`config.mk`:
```
export PLATFORM = sky130hd
export DESIGN_NAME = l1_mac_sequencer_flat
export DESIGN_NICKNAME = d
export VERILOG_FILES = /design/src/rtl/l1_mac_sequencer_pkg.sv /design/src/rtl/l1_mac_sequencer_if.sv /design/src/rtl/l1_mac_sequencer.sv /design/src/flat_wrapper.sv
export SDC_FILE = /design/constraint.sdc
export NUM_CORES = 1
export LEC_CHECK = 0
export CORE_ASPECT_RATIO = 0.75
export CORE_UTILIZATION = 55
export CTS_CLUSTER_SIZE = 28
export DETAILED_ROUTE_END_ITERATION = 6
export HOLD_SLACK_MARGIN = 0.15
export PLACE_DENSITY_LB_ADDON = 0.1
export SLEW_MARGIN = 20
export SYNTH_ARGS = -nofsm -noshare
export SYNTH_HDL_FRONTEND = slang
export SYNTH_SLANG_ARGS = --single-unit
```
`constraint.sdc`:
```
create_clock -name clk -period 3.2 [get_ports clk]
set_clock_uncertainty 0.15 [all_clocks]
set_input_delay 0.96 -clock clk [delete_from_list [all_inputs] [get_ports clk]]
set_output_delay 0.96 -clock clk [all_outputs]
set_load 0.05 [all_outputs]
```
`src/rtl/l1_mac_sequencer_pkg.sv`:
```
// Shared definitions for the layer-1 MAC sequencer: default sizes and the
// 3-bit state encoding also used by the top-level controller and testbench.
package l1_pkg;

  localparam int L1_N_PIX  = 784;
  localparam int L1_ADDR_W = 10;

  typedef enum logic [2:0] {
    ST_IDLE  = 3'd0,
    ST_CLEAR = 3'd1,
    ST_BIAS  = 3'd2,
    ST_RUN   = 3'd3,
    ST_DRAIN = 3'd4,
    ST_VALID = 3'd5
  } state_e;

endpackage

```
`src/rtl/l1_mac_sequencer_if.sv`:
```
// Control/handshake bundle between the inference controller, the sequencer,
// the pixel/weight memories and the MAC array control inputs.
interface l1_mac_sequencer_if
  import l1_pkg::*;
#(
  parameter int ADDR_W = L1_ADDR_W
) ();

  logic              start;
  logic              abort;
  logic              out_ready;
  logic              busy;
  logic [ADDR_W-1:0] rd_addr;
  logic              mac_clr;
  logic              mac_init_bias;
  logic              mac_en;
  logic              out_valid;

  modport master (
    output start, abort, out_ready,
    input  busy, rd_addr, mac_clr, mac_init_bias, mac_en, out_valid
  );

  modport slave (
    input  start, abort, out_ready,
    output busy, rd_addr, mac_clr, mac_init_bias, mac_en, out_valid
  );

endinterface

```
`src/rtl/l1_mac_sequencer.sv`:
```
// Walks the layer-1 MAC array through one inference: clear, bias load,
// N_PIX address issues with a one-cycle read-valid pipeline, then result handoff.
module l1_mac_sequencer
  import l1_pkg::*;
#(
  parameter int N_PIX  = L1_N_PIX,
  parameter int ADDR_W = L1_ADDR_W
) (
  input  logic                clk,
  input  logic                rst,
  l1_mac_sequencer_if.slave   bus
);

  localparam logic [ADDR_W-1:0] LAST_ADDR = ADDR_W'(N_PIX - 1);

  state_e            state_q, state_d;
  logic [ADDR_W-1:0] cnt_q, cnt_d;
  logic [ADDR_W-1:0] rd_addr_q, rd_addr_d;
  logic              rd_vld_q, rd_vld_d;
  logic              mac_clr_d;
  logic              mac_init_bias_d;
  logic              out_valid_d;

  always_ff @(posedge clk or negedge rst) begin
    if (!rst) begin
      state_q   <= ST_IDLE;
      cnt_q     <= '0;
      rd_addr_q <= '0;
      rd_vld_q  <= 1'b0;
    end else begin
      state_q   <= state_d;
      cnt_q     <= cnt_d;
      rd_addr_q <= rd_addr_d;
      rd_vld_q  <= rd_vld_d;
    end
  end

  always_comb begin
    state_d         = state_q;
    cnt_d           = cnt_q;
    rd_addr_d       = rd_addr_q;
    rd_vld_d        = 1'b0;
    mac_clr_d       = 1'b0;
    mac_init_bias_d = 1'b0;
    out_valid_d     = 1'b0;

    unique case (state_q)
      ST_IDLE: begin
        if (bus.start) state_d = ST_CLEAR;
      end
      ST_CLEAR: begin
        mac_clr_d = 1'b1;
        state_d   = ST_BIAS;
      end
      ST_BIAS: begin
        mac_init_bias_d = 1'b1;
        rd_addr_d       = '0;
        cnt_d           = ADDR_W'(1);
        rd_vld_d        = 1'b1;
        state_d         = ST_RUN;
      end
      ST_RUN: begin
        rd_addr_d = cnt_q;
        cnt_d     = cnt_q + ADDR_W'(1);
        rd_vld_d  = 1'b1;
        if (cnt_q == LAST_ADDR) state_d = ST_DRAIN;
      end
      ST_DRAIN: begin
        state_d = ST_VALID;
      end
      ST_VALID: begin
        out_valid_d = 1'b1;
        if (bus.out_ready) state_d = ST_IDLE;
      end
      default: begin
        state_d = ST_IDLE;
      end
    endcase

    // Abort must also suppress the mac_en that the pending read would produce.
    if (bus.abort) begin
      state_d  = ST_IDLE;
      rd_vld_d = 1'b0;
    end
  end

  // Address is presented combinationally in the issuing cycle and held afterwards.
  assign bus.rd_addr       = rd_addr_d;
  assign bus.busy          = (state_q != ST_IDLE);
  assign bus.mac_clr       = mac_clr_d;
  assign bus.mac_init_bias = mac_init_bias_d;
  assign bus.mac_en        = rd_vld_q;
  assign bus.out_valid     = out_valid_d;

endmodule

```
`src/flat_wrapper.sv`:
```
// flat-port wrapper written by rule: the top's interface ports become plain ports
module l1_mac_sequencer_flat import l1_pkg::*;
#(
  parameter int N_PIX  = L1_N_PIX,
  parameter int ADDR_W = L1_ADDR_W
)
  (clk, rst, bus_start, bus_abort, bus_out_ready, bus_busy, bus_rd_addr, bus_mac_clr, bus_mac_init_bias, bus_mac_en, bus_out_valid);
  l1_mac_sequencer_if #(.ADDR_W(ADDR_W)) bus_i ();
  input  logic clk;
  input  logic rst;
  input wire logic [$bits(bus_i.start)-1:0] bus_start;
  input wire logic [$bits(bus_i.abort)-1:0] bus_abort;
  input wire logic [$bits(bus_i.out_ready)-1:0] bus_out_ready;
  output wire logic [$bits(bus_i.busy)-1:0] bus_busy;
  output wire logic [$bits(bus_i.rd_addr)-1:0] bus_rd_addr;
  output wire logic [$bits(bus_i.mac_clr)-1:0] bus_mac_clr;
  output wire logic [$bits(bus_i.mac_init_bias)-1:0] bus_mac_init_bias;
  output wire logic [$bits(bus_i.mac_en)-1:0] bus_mac_en;
  output wire logic [$bits(bus_i.out_valid)-1:0] bus_out_valid;
  assign bus_i.start = bus_start;
  assign bus_i.abort = bus_abort;
  assign bus_i.out_ready = bus_out_ready;
  assign bus_busy = bus_i.busy;
  assign bus_rd_addr = bus_i.rd_addr;
  assign bus_mac_clr = bus_i.mac_clr;
  assign bus_mac_init_bias = bus_i.mac_init_bias;
  assign bus_mac_en = bus_i.mac_en;
  assign bus_out_valid = bus_i.out_valid;
  l1_mac_sequencer #(.N_PIX(N_PIX), .ADDR_W(ADDR_W)) u_core (.clk(clk), .rst(rst), .bus(bus_i));
endmodule
```
==> results.toml, run 1 <==
[status]
outcome = "completed"

[layout]
antennaDiodeCount = 0
instances_no_fill = 170
seq_area_um2 = 601
fillers = 160
multi_input_area_um2 = 534
synthToLayoutAreaGrowth_pct = 27.5
nNetsFinal = 153
post-route-util = 0.753
drive_above_1_share = 0.178

[yosys]
synth_top_area_cell = "dfrtp_1"
synth_seq_area_share = 0.501
ys_types = 36
syn_area_um2 = 1200
syn_area_per_cell_um2 = 9.30
synth_warnings = 0
yosys_most_used_dff = "dfrtp_1"
synth_seq_cells = 24
syn_inst = 129
ys_top_cells_by_count = "nand2_1, dfrtp_1, o21ai_0"
netlist_top_cells_area = "dfrtp_1, nand2_1, o21ai_0"
synth_edf_count = 0
async_reset_ff_frac = 1.00
synth_top_area_frac = 0.501
synth_most_common_cell = "nand2_1"
synth_nets = 135

[detailed_routing]
drc = 0
via_count = 1037
first_iter_violations = 30
wl_met1_um = 1160
ant_nets = 0
viasPerCell = 6.10
dr.pass1.iters = 4
drt-total-wl_um = 2650
wl_met2_um = 1340
met3_wirelength_um = 120
wl_per_cell_um = 15.6
highest_layer = "met4"

[setup_path]
cp_data_required_time_ns = 2.09
r2r_cells = 4
critPathBufInv = 1
end_kind = "output pin"
arrival_ns = 1.99
critPathLaunch = "u_core.state_q[1]$_DFFE_PN0P_"
critical_path.top_delay_family = "buffers and inverters"
critPathKind = "reg -> out"
cpMaxStageDelayCell = "clkdlybuf4s50_1"
path_cells = "or3_1 -> clkdlybuf4s50_1"
rr_startpoint = "u_core.state_q[1]$_DFFE_PN0P_"
cp_num_cells = 2
crit_fanout = 14
worst_setup_path_start_kind = "flip-flop"
cpPeakStageDelay_ns = 0.70

[flow_run]
max_cap_viol_count = 0

[floorplanning]
chipHeight_um = 42.5
initial_core_util = 0.591
io_pins = 20
row_count = 14
core_um2 = 2030
die_area_um2 = 2370
fp.dieW_um = 55.9

[power]
p_leak_uw = 0.000652
p_per_area_nw_per_um2 = 471
vdd_drop_max_mv = 0.430
fin_total_pwr_uw = 721

[global_routing]
grt_pass1_wl_um = 4530
antenna_found_initial = 0
overflow = 0
grt_pass1_vias = 1014
grt_max_degree = 30
track_usage = 0.253

[timing]
hold_viol = 0
final.min_clock_period_ns = 3.10
max_slew.worst_pin.slew_ns = 0.496
relSlewSlack = 0.669
max_freq_mhz = 323
finalMaxSlewViolations = 0
setup_tns_ns = 0
fin_crit_sh = 0.968
rsz0062_at_grt = "no"
finalSetupViolCount = 0

[min_path]
worstHoldStart = "u_core.rd_addr_q[9]$_DFF_PN0_"
holdPathStages = 2
min_path_type = "reg -> reg"

[clock_tree]
htreeDepth = 1
post_cts_buffers = 0
cts_tree = "yes"
post_cts_resized = 0
postCtsHoldBufs = 0
numCtsBuffers = 3
clockBufferDepth = 2
root_buffer = "clkbuf_4"
clock_latency_ns = 0.32
clock-sinks = 24
clkTransAtPathRegs_ns = 0.13

[place]
gp_congestion = 0.802
dp_hpwl_um = 1880
portBuffers = 19
dp_cells = 166
[metrics by stage]
| step | hold WS (ns) | instance area (um^2) | worst slack [ns] |
|---|---|---|---|
| 2_1_floorplan | 0.352 | 1200 | 0.0824 |
| 3_3_place_gp | 0.359 | 1490 | 0.511 |
| 3_5_place_dp | 0.380 | 1490 | 0.478 |
| 4_1_cts | 0.410 | 1530 | 0.105 |
| 5_1_grt | 0.424 | 1530 | 0.0417 |
| 6_report | 0.409 | 1530 | 0.103 |
[logic make-up (layout without fill, tap and decap cells)]
kind of cell               after synthesis  after routing  share of synthesized area
muxes                                    3              3                     0.0250
AOI/OAI and AO/OA                       29             29                      0.145
DFF                                     24             24                      0.501
buffers and inverters                   11             28                     0.0542
and+or+nand+nor                         61             61                      0.265
adders and majority gates                1              1                     0.0104
[routing by layer]
metal	track usage	up-vias
met1	0.306	510
met2	0.453	30
met5	0	-
met3	0.0648	4
met4	0.0732	0
li1	-	493
[state kept, by name, indices dropped and copies added (netlist names)]
name               cells
u_core.state_q         3
u_core.cnt_q          10
u_core.bus.mac_en      1
u_core.rd_addr_q      10
[cell type report]
cell class / count / area share
clock buffer: 4 / 0.0237
inverter: 1 / 0.00245
multi-input combinational: 94 / 0.349
sequential: 24 / 0.392
tap: 24 / 0.0196
timing repair buffer: 23 / 0.213
[worst register-to-register path, cell delays in order, from the launching register on]
cell and delay, ns:
dfrtp_1 0.60, nand2b_1 0.10, buf_4 0.23, or3_1 0.33, o311ai_1 0.23
[path summary, 6_finish.rpt]
check	slack, ns	endpoint
worst max register to register	1.47	u_core.cnt_q[8]$_DFFE_PN0N_
worst min register to register	0.41	u_core.rd_addr_q[9]$_DFF_PN0_
max in group asynchronous	1.84	u_core.cnt_q[4]$_DFFE_PN0N_
worst max-delay path	0.10	bus_busy
worst min-delay path	0.41	u_core.rd_addr_q[9]$_DFF_PN0_
min in group asynchronous	0.83	u_core.rd_addr_q[4]$_DFF_PN0_
[cell usage in the layout (no fill, tap or decap), types with 3 or more instances in the layout]
master	synthesis	layout
a21oi_1	6	6
buf_12	0	11
buf_4	2	6
clkbuf_4	0	3
clkdlybuf4s50_1	0	6
dfrtp_1	24	24
mux2i_1	3	3
nand2_1	28	28
nand3_1	4	4
nand4_1	3	3
nor2_1	5	5
nor3b_1	4	4
o21ai_0	13	13
or3_1	3	3
[power breakdown]
part,switching (uW),internal [uW]
registers,39.0,329
logic,112,76.0
clock network,94.7,69.7
Note: power is estimated with default switching activity, not from simulation.
==> inputs of run 2 (changes only) <==
--- a/config.mk
+++ b/config.mk
@@ -6,7 +6,8 @@
 export NUM_CORES = 1
 export LEC_CHECK = 0
 export CORE_ASPECT_RATIO = 0.75
-export CORE_UTILIZATION = 55
+export CORE_MARGIN = 2
+export CORE_UTILIZATION = 51
 export CTS_CLUSTER_SIZE = 28
 export DETAILED_ROUTE_END_ITERATION = 6
 export HOLD_SLACK_MARGIN = 0.15
==> constraint.sdc (replaced) <==
create_clock -name clk -period 3.4 [get_ports clk]
set_clock_uncertainty 0.15 [all_clocks]
set_input_delay 1.02 -clock clk [delete_from_list [all_inputs] [get_ports clk]]
set_output_delay 1.02 -clock clk [all_outputs]
set_load 0.05 [all_outputs]
==> run 2 against run 1 <==
Non-clock buffer count is the same. Worst hold slack lost 0.016 ns. Register-to-register slack gained 0.15 ns. Count of clock-buffer cells in the layout is the same. Sequential power shrank 6.0%. Worst setup slack gained 0.022 ns. Wire length shrank 8.5%. Clock power shrank 7%. Critical path type unchanged. Critical endpoint is now bus_mac_clr. Largest cell class unchanged.
==> results.toml, run 2 (same netlist as run 1, synthesis figures left out) <==
[layout]
synthToLayoutAreaGrowth_pct = 29.2
nNetsFinal = 153
final_common_cell = "nand2_1"
fillers = 180
top_regs = "u_core.cnt_q x10, u_core.rd_addr_q x10, u_core.state_q x3"
layout_common_cells = "nand2_1, dfrtp_1, o21ai_0"
post-route-util = 0.683
drive_above_1_share = 0.164
antennaDiodeCount = 0

[place]
gp_congestion = 0.794
pre_cts_slack_ns = 0.505
dp_hpwl_um = 1720
portBuffers = 19

[power]
p_per_area_nw_per_um2 = 433
vdd_drop_max_mv = 0.352
fin_total_pwr_uw = 672
p_leak_uw = 0.000666

[setup_path]
critical_path.top_delay_family = "buffers and inverters"
critPathBufInv = 2
rr_startpoint = "u_core.state_q[2]$_DFFE_PN0P_"
r2r_cells = 4
arrival_ns = 2.11
path_cells = "inv_1 -> nor3_1 -> clkdlybuf4s50_1"
critPathLaunch = "u_core.state_q[0]$_DFFE_PN0P_"
cp_data_required_time_ns = 2.23
timing.rr.end = "u_core.cnt_q[8]$_DFFE_PN0N_"
r2r_slack_ns = 1.62
endpoint = "bus_mac_clr"
cp_num_cells = 3
end_kind = "output pin"
cpMaxStageDelayCell = "clkdlybuf4s50_1"
worst_setup_path_start_kind = "flip-flop"
cpPeakStageDelay_ns = 0.83
crit_fanout = 11
critPathKind = "reg -> out"

[detailed_routing]
drc = 0
wl_per_cell_um = 13.5
viasPerCell = 5.51
ant_nets = 0
first_iter_violations = 17
dr.pass1.iters = 4
drt-total-wl_um = 2430
via_count = 992

[clock_tree]
clockBufferDepth = 2
numCtsBuffers = 3
root_buffer = "clkbuf_4"
post_cts_buffers = 0
clock_latency_ns = 0.32
clock-sinks = 24
clkTransAtPathRegs_ns = 0.13
htreeDepth = 1
cts_tree = "yes"

[timing]
rsz0062_at_grt = "no"
relSlewSlack = 0.667
fin_crit_sh = 0.963
final.min_clock_period_ns = 3.28
finalSetupViolCount = 0
setup_tns_ns = 0
hold_viol = 0
setup_slack_ns = 0.125
max_freq_mhz = 305
whs_ns = 0.393
finalMaxSlewViolations = 0
max_slew.worst_pin.slew_ns = 0.499

[flow_run]
max_cap_viol_count = 0

[global_routing]
track_usage = 0.208
grt_max_degree = 25
antenna_found_initial = 0
overflow = 0
grt_pass1_vias = 946
grt_pass1_wl_um = 4140

[floorplanning]
die_area_um2 = 2760
initial_core_util = 0.528
row_count = 15
chipHeight_um = 46.0
fp.dieW_um = 60.0
io_pins = 20
core_um2 = 2270

[min_path]
min_path_type = "reg -> reg"

[status]
outcome = "completed"
## run 2: layout make-up
type / instances / area (um^2) / area share
timing repair buffer: 23 / 333 / 0.215
inverter: 1 / 3.75 / 0.00242
tap: 34 / 42.5 / 0.0274
multi-input combinational: 94 / 534 / 0.345
clock buffer: 4 / 36.3 / 0.0234
sequential: 24 / 601 / 0.387
## run 2: how the worst min path moves through the flow
stage	depth (start not counted)	startpoint	to
finish	2	u_core.rd_addr_q[9]$_DFF_PN0_	u_core.rd_addr_q[9]$_DFF_PN0_
global route	2	u_core.rd_addr_q[9]$_DFF_PN0_	u_core.rd_addr_q[9]$_DFF_PN0_
CTS	2	u_core.rd_addr_q[9]$_DFF_PN0_	u_core.rd_addr_q[9]$_DFF_PN0_
detailed placement	2	u_core.rd_addr_q[9]$_DFF_PN0_	u_core.rd_addr_q[9]$_DFF_PN0_
global placement	2	u_core.rd_addr_q[9]$_DFF_PN0_	u_core.rd_addr_q[9]$_DFF_PN0_
floorplan	1	u_core.cnt_q[0]$_DFFE_PN0N_	u_core.cnt_q[0]$_DFFE_PN0N_
## run 2: where the power goes
part / switching [uW] / internal [uW]
Clock: 87.5 / 65.6
Combinational: 99.6 / 73.0
Sequential: 36.2 / 310
Total: 223 / 448
## run 2: stage by stage
stage                     instances  cell area (um^2)
after global placement          176              1510
after CTS                       180              1550
after detailed placement        176              1510
final                           180              1550
after global routing            180              1550
after floorplan                 129              1200
## run 2: what timing repair did
item | CTS | global route
hold buffers | 0 | 0
resized for setup | 0 | 1
setup endpoints to repair | 0 | 1
## run 2: worst min-delay path, stage by stage (launching register included)
cell and delay (ns):
dfrtp_1 0.35, nand2_1 0.04, nand2_1 0.11
## run 2: routing by layer
| metal | up-vias | global-route usage | share of wire |
|---|---|---|---|
| li1 | 491 | - | - |
| met5 | - | 0 | 0 |
| met4 | 0 | 0.0800 | 0.015 |
| met2 | 18 | 0.335 | 0.48 |
| met1 | 479 | 0.265 | 0.47 |
| met3 | 4 | 0.0625 | 0.040 |
==> inputs of run 3 (changes only) <==
--- a/config.mk
+++ b/config.mk
@@ -6,13 +6,13 @@
 export NUM_CORES = 1
 export LEC_CHECK = 0
 export CORE_ASPECT_RATIO = 0.75
-export CORE_MARGIN = 2
+export CORE_MARGIN = 4
 export CORE_UTILIZATION = 51
 export CTS_CLUSTER_SIZE = 28
 export DETAILED_ROUTE_END_ITERATION = 6
 export HOLD_SLACK_MARGIN = 0.15
-export PLACE_DENSITY_LB_ADDON = 0.1
-export SLEW_MARGIN = 20
+export PLACE_DENSITY = 0.8
+export SLEW_MARGIN = 10
 export SYNTH_ARGS = -nofsm -noshare
 export SYNTH_HDL_FRONTEND = slang
 export SYNTH_SLANG_ARGS = --single-unit
==> run 3 against run 2 <==
Maximum frequency is 2.8% higher. Wire length rose by 8.8%. First-iteration DRC count rose to 3.6 times the previous value. Highest routed layer unchanged. Sequential share of layout area down 0.28 points. Register-to-register slack about the same. Combinational power is 2% higher. Worst hold slack improved by 0.0030 ns. Global-route usage decreased by 2.6 points. Utilization is 5.4 points higher. Worst setup slack better by 0.089 ns.
==> results.toml, run 3 (same netlist as run 1, synthesis figures left out) <==
[status]
outcome = "completed"

[timing]
max_slew.worst_pin.slew_ns = 0.497
final.min_clock_period_ns = 3.19
fin_crit_sh = 0.937
setup_tns_ns = 0
relSlewSlack = 0.667
rsz0062_at_grt = "no"
finalMaxSlewViolations = 0
setup_slack_ns = 0.214
hold_viol = 0
max_freq_mhz = 314
finalSetupViolCount = 0
whs_ns = 0.396

[layout]
synthToLayoutAreaGrowth_pct = 30.1
drive_above_1_share = 0.164
antennaDiodeCount = 0
instances_no_fill = 178
layout_common_cells = "nand2_1, dfrtp_1, o21ai_0"
nNetsFinal = 153
final_common_cell = "nand2_1"
top_regs = "u_core.cnt_q x10, u_core.rd_addr_q x10, u_core.state_q x3"

[clock_tree]
postCtsHoldBufs = 0
clkTransAtPathRegs_ns = 0.14
post_cts_buffers = 0
clockBufferDepth = 2
root_buffer = "clkbuf_4"
cts_tree = "yes"
post_cts_resized = 0
clock-sinks = 24
htreeDepth = 1
clock_latency_ns = 0.32
numCtsBuffers = 3

[floorplanning]
die_area_um2 = 3200
core_um2 = 2120
row_count = 14
initial_core_util = 0.566
io_pins = 20
fp.dieW_um = 64.0
chipHeight_um = 50.0

[global_routing]
grt.busiest_layer = "met2"
globalRouteMet1Util = 0.266
overflow = 0
grt_pass1_wl_um = 4570
track_usage = 0.182
grtUsageMet2 = 0.271
gr-usage-met3 = 0.0500
antenna_found_initial = 0
grt_max_degree = 25
grt_pass1_vias = 946

[place]
dp_cells = 174
dp_hpwl_um = 1860
gp_congestion = 0.815
pre_cts_slack_ns = 0.609
portBuffers = 19

[setup_path]
cpMaxStageDelayCell = "clkdlybuf4s50_1"
cp_data_required_time_ns = 2.23
crit_fanout = 14
worst_setup_path_start_kind = "flip-flop"
critPathKind = "reg -> out"
arrival_ns = 2.02
path_cells = "nor3b_1 -> clkdlybuf4s50_1"
end_kind = "output pin"
cpPeakStageDelay_ns = 0.84

[detailed_routing]
wl_per_cell_um = 14.8
first_iter_violations = 62
dr.pass1.iters = 4
drt-total-wl_um = 2640
viasPerCell = 5.48
drc = 0
ant_nets = 0
via_count = 975

[min_path]
min_path_type = "reg -> reg"

[power]
vdd_drop_max_mv = 0.399
p_per_area_nw_per_um2 = 469
p_leak_uw = 0.000655

[flow_run]
max_cap_viol_count = 0
-- run 3: cell types whose count changed in the layout (fill, tap and decap cells not counted), sizes merged --
cell | before | now
dlymetal6s2s | 1 | 0
clkbuf | 4 | 3
bufinv | 0 | 1
clkdlybuf4s50 | 7 | 8
-- run 3: final timing paths --
kind                                               start                       endpoint  slack, ns  cells after the start
max                        u_core.state_q[2]$_DFFE_PN0P_                  bus_out_valid       0.21                      2
min                        u_core.rd_addr_q[9]$_DFF_PN0_  u_core.rd_addr_q[9]$_DFF_PN0_       0.40                      2
max reg2reg                u_core.state_q[2]$_DFFE_PN0P_    u_core.cnt_q[8]$_DFFE_PN0N_       1.63                      4
min reg2reg                u_core.rd_addr_q[9]$_DFF_PN0_  u_core.rd_addr_q[9]$_DFF_PN0_       0.40                      2
max in group asynchronous                            rst  u_core.rd_addr_q[9]$_DFF_PN0_       1.97                      2
min in group asynchronous                            rst    u_core.cnt_q[3]$_DFFE_PN0N_       0.89                      2
-- run 3: cell type report --
type	instances	area, um^2
Fill cell	152	558
Clock inverter	1	30.0
Inverter	1	3.75
Tap cell	32	40.0
Timing Repair Buffer	23	330
Clock buffer	3	22.5
Sequential cell	24	601
Multi-Input combinational cell	94	534
-- run 3: critical path: cells and delay by family (launching register included) --
kind / cells / cell delay (ns)
and+or+nand+nor: 1 / 0.24
buffers and inverters: 1 / 0.84
DFF: 1 / 0.61
-- run 3: where the power goes --
| part | internal (uW) | switching, uW |
|---|---|---|
| Combinational | 73.0 | 104 |
| Sequential | 310 | 35.4 |
| Clock | 119 | 90.2 |
-- run 3: per-layer routing --
layer  vias to the layer above  part of all wire
met5                         -                 0
met4                         0            0.0038
met3                         2             0.052
met2                        25              0.44
met1                       451              0.50
li1                        497                 -
-- run 3: per-stage QoR --
stage	area [um^2]	power (uW)	utilization
2_1_floorplan	1200	451	-
3_3_place_gp	1510	520	0.712
6_report	1560	732	0.737
3_5_place_dp	1510	528	0.712
4_1_cts	1560	735	0.737
5_1_grt	1560	770	0.737
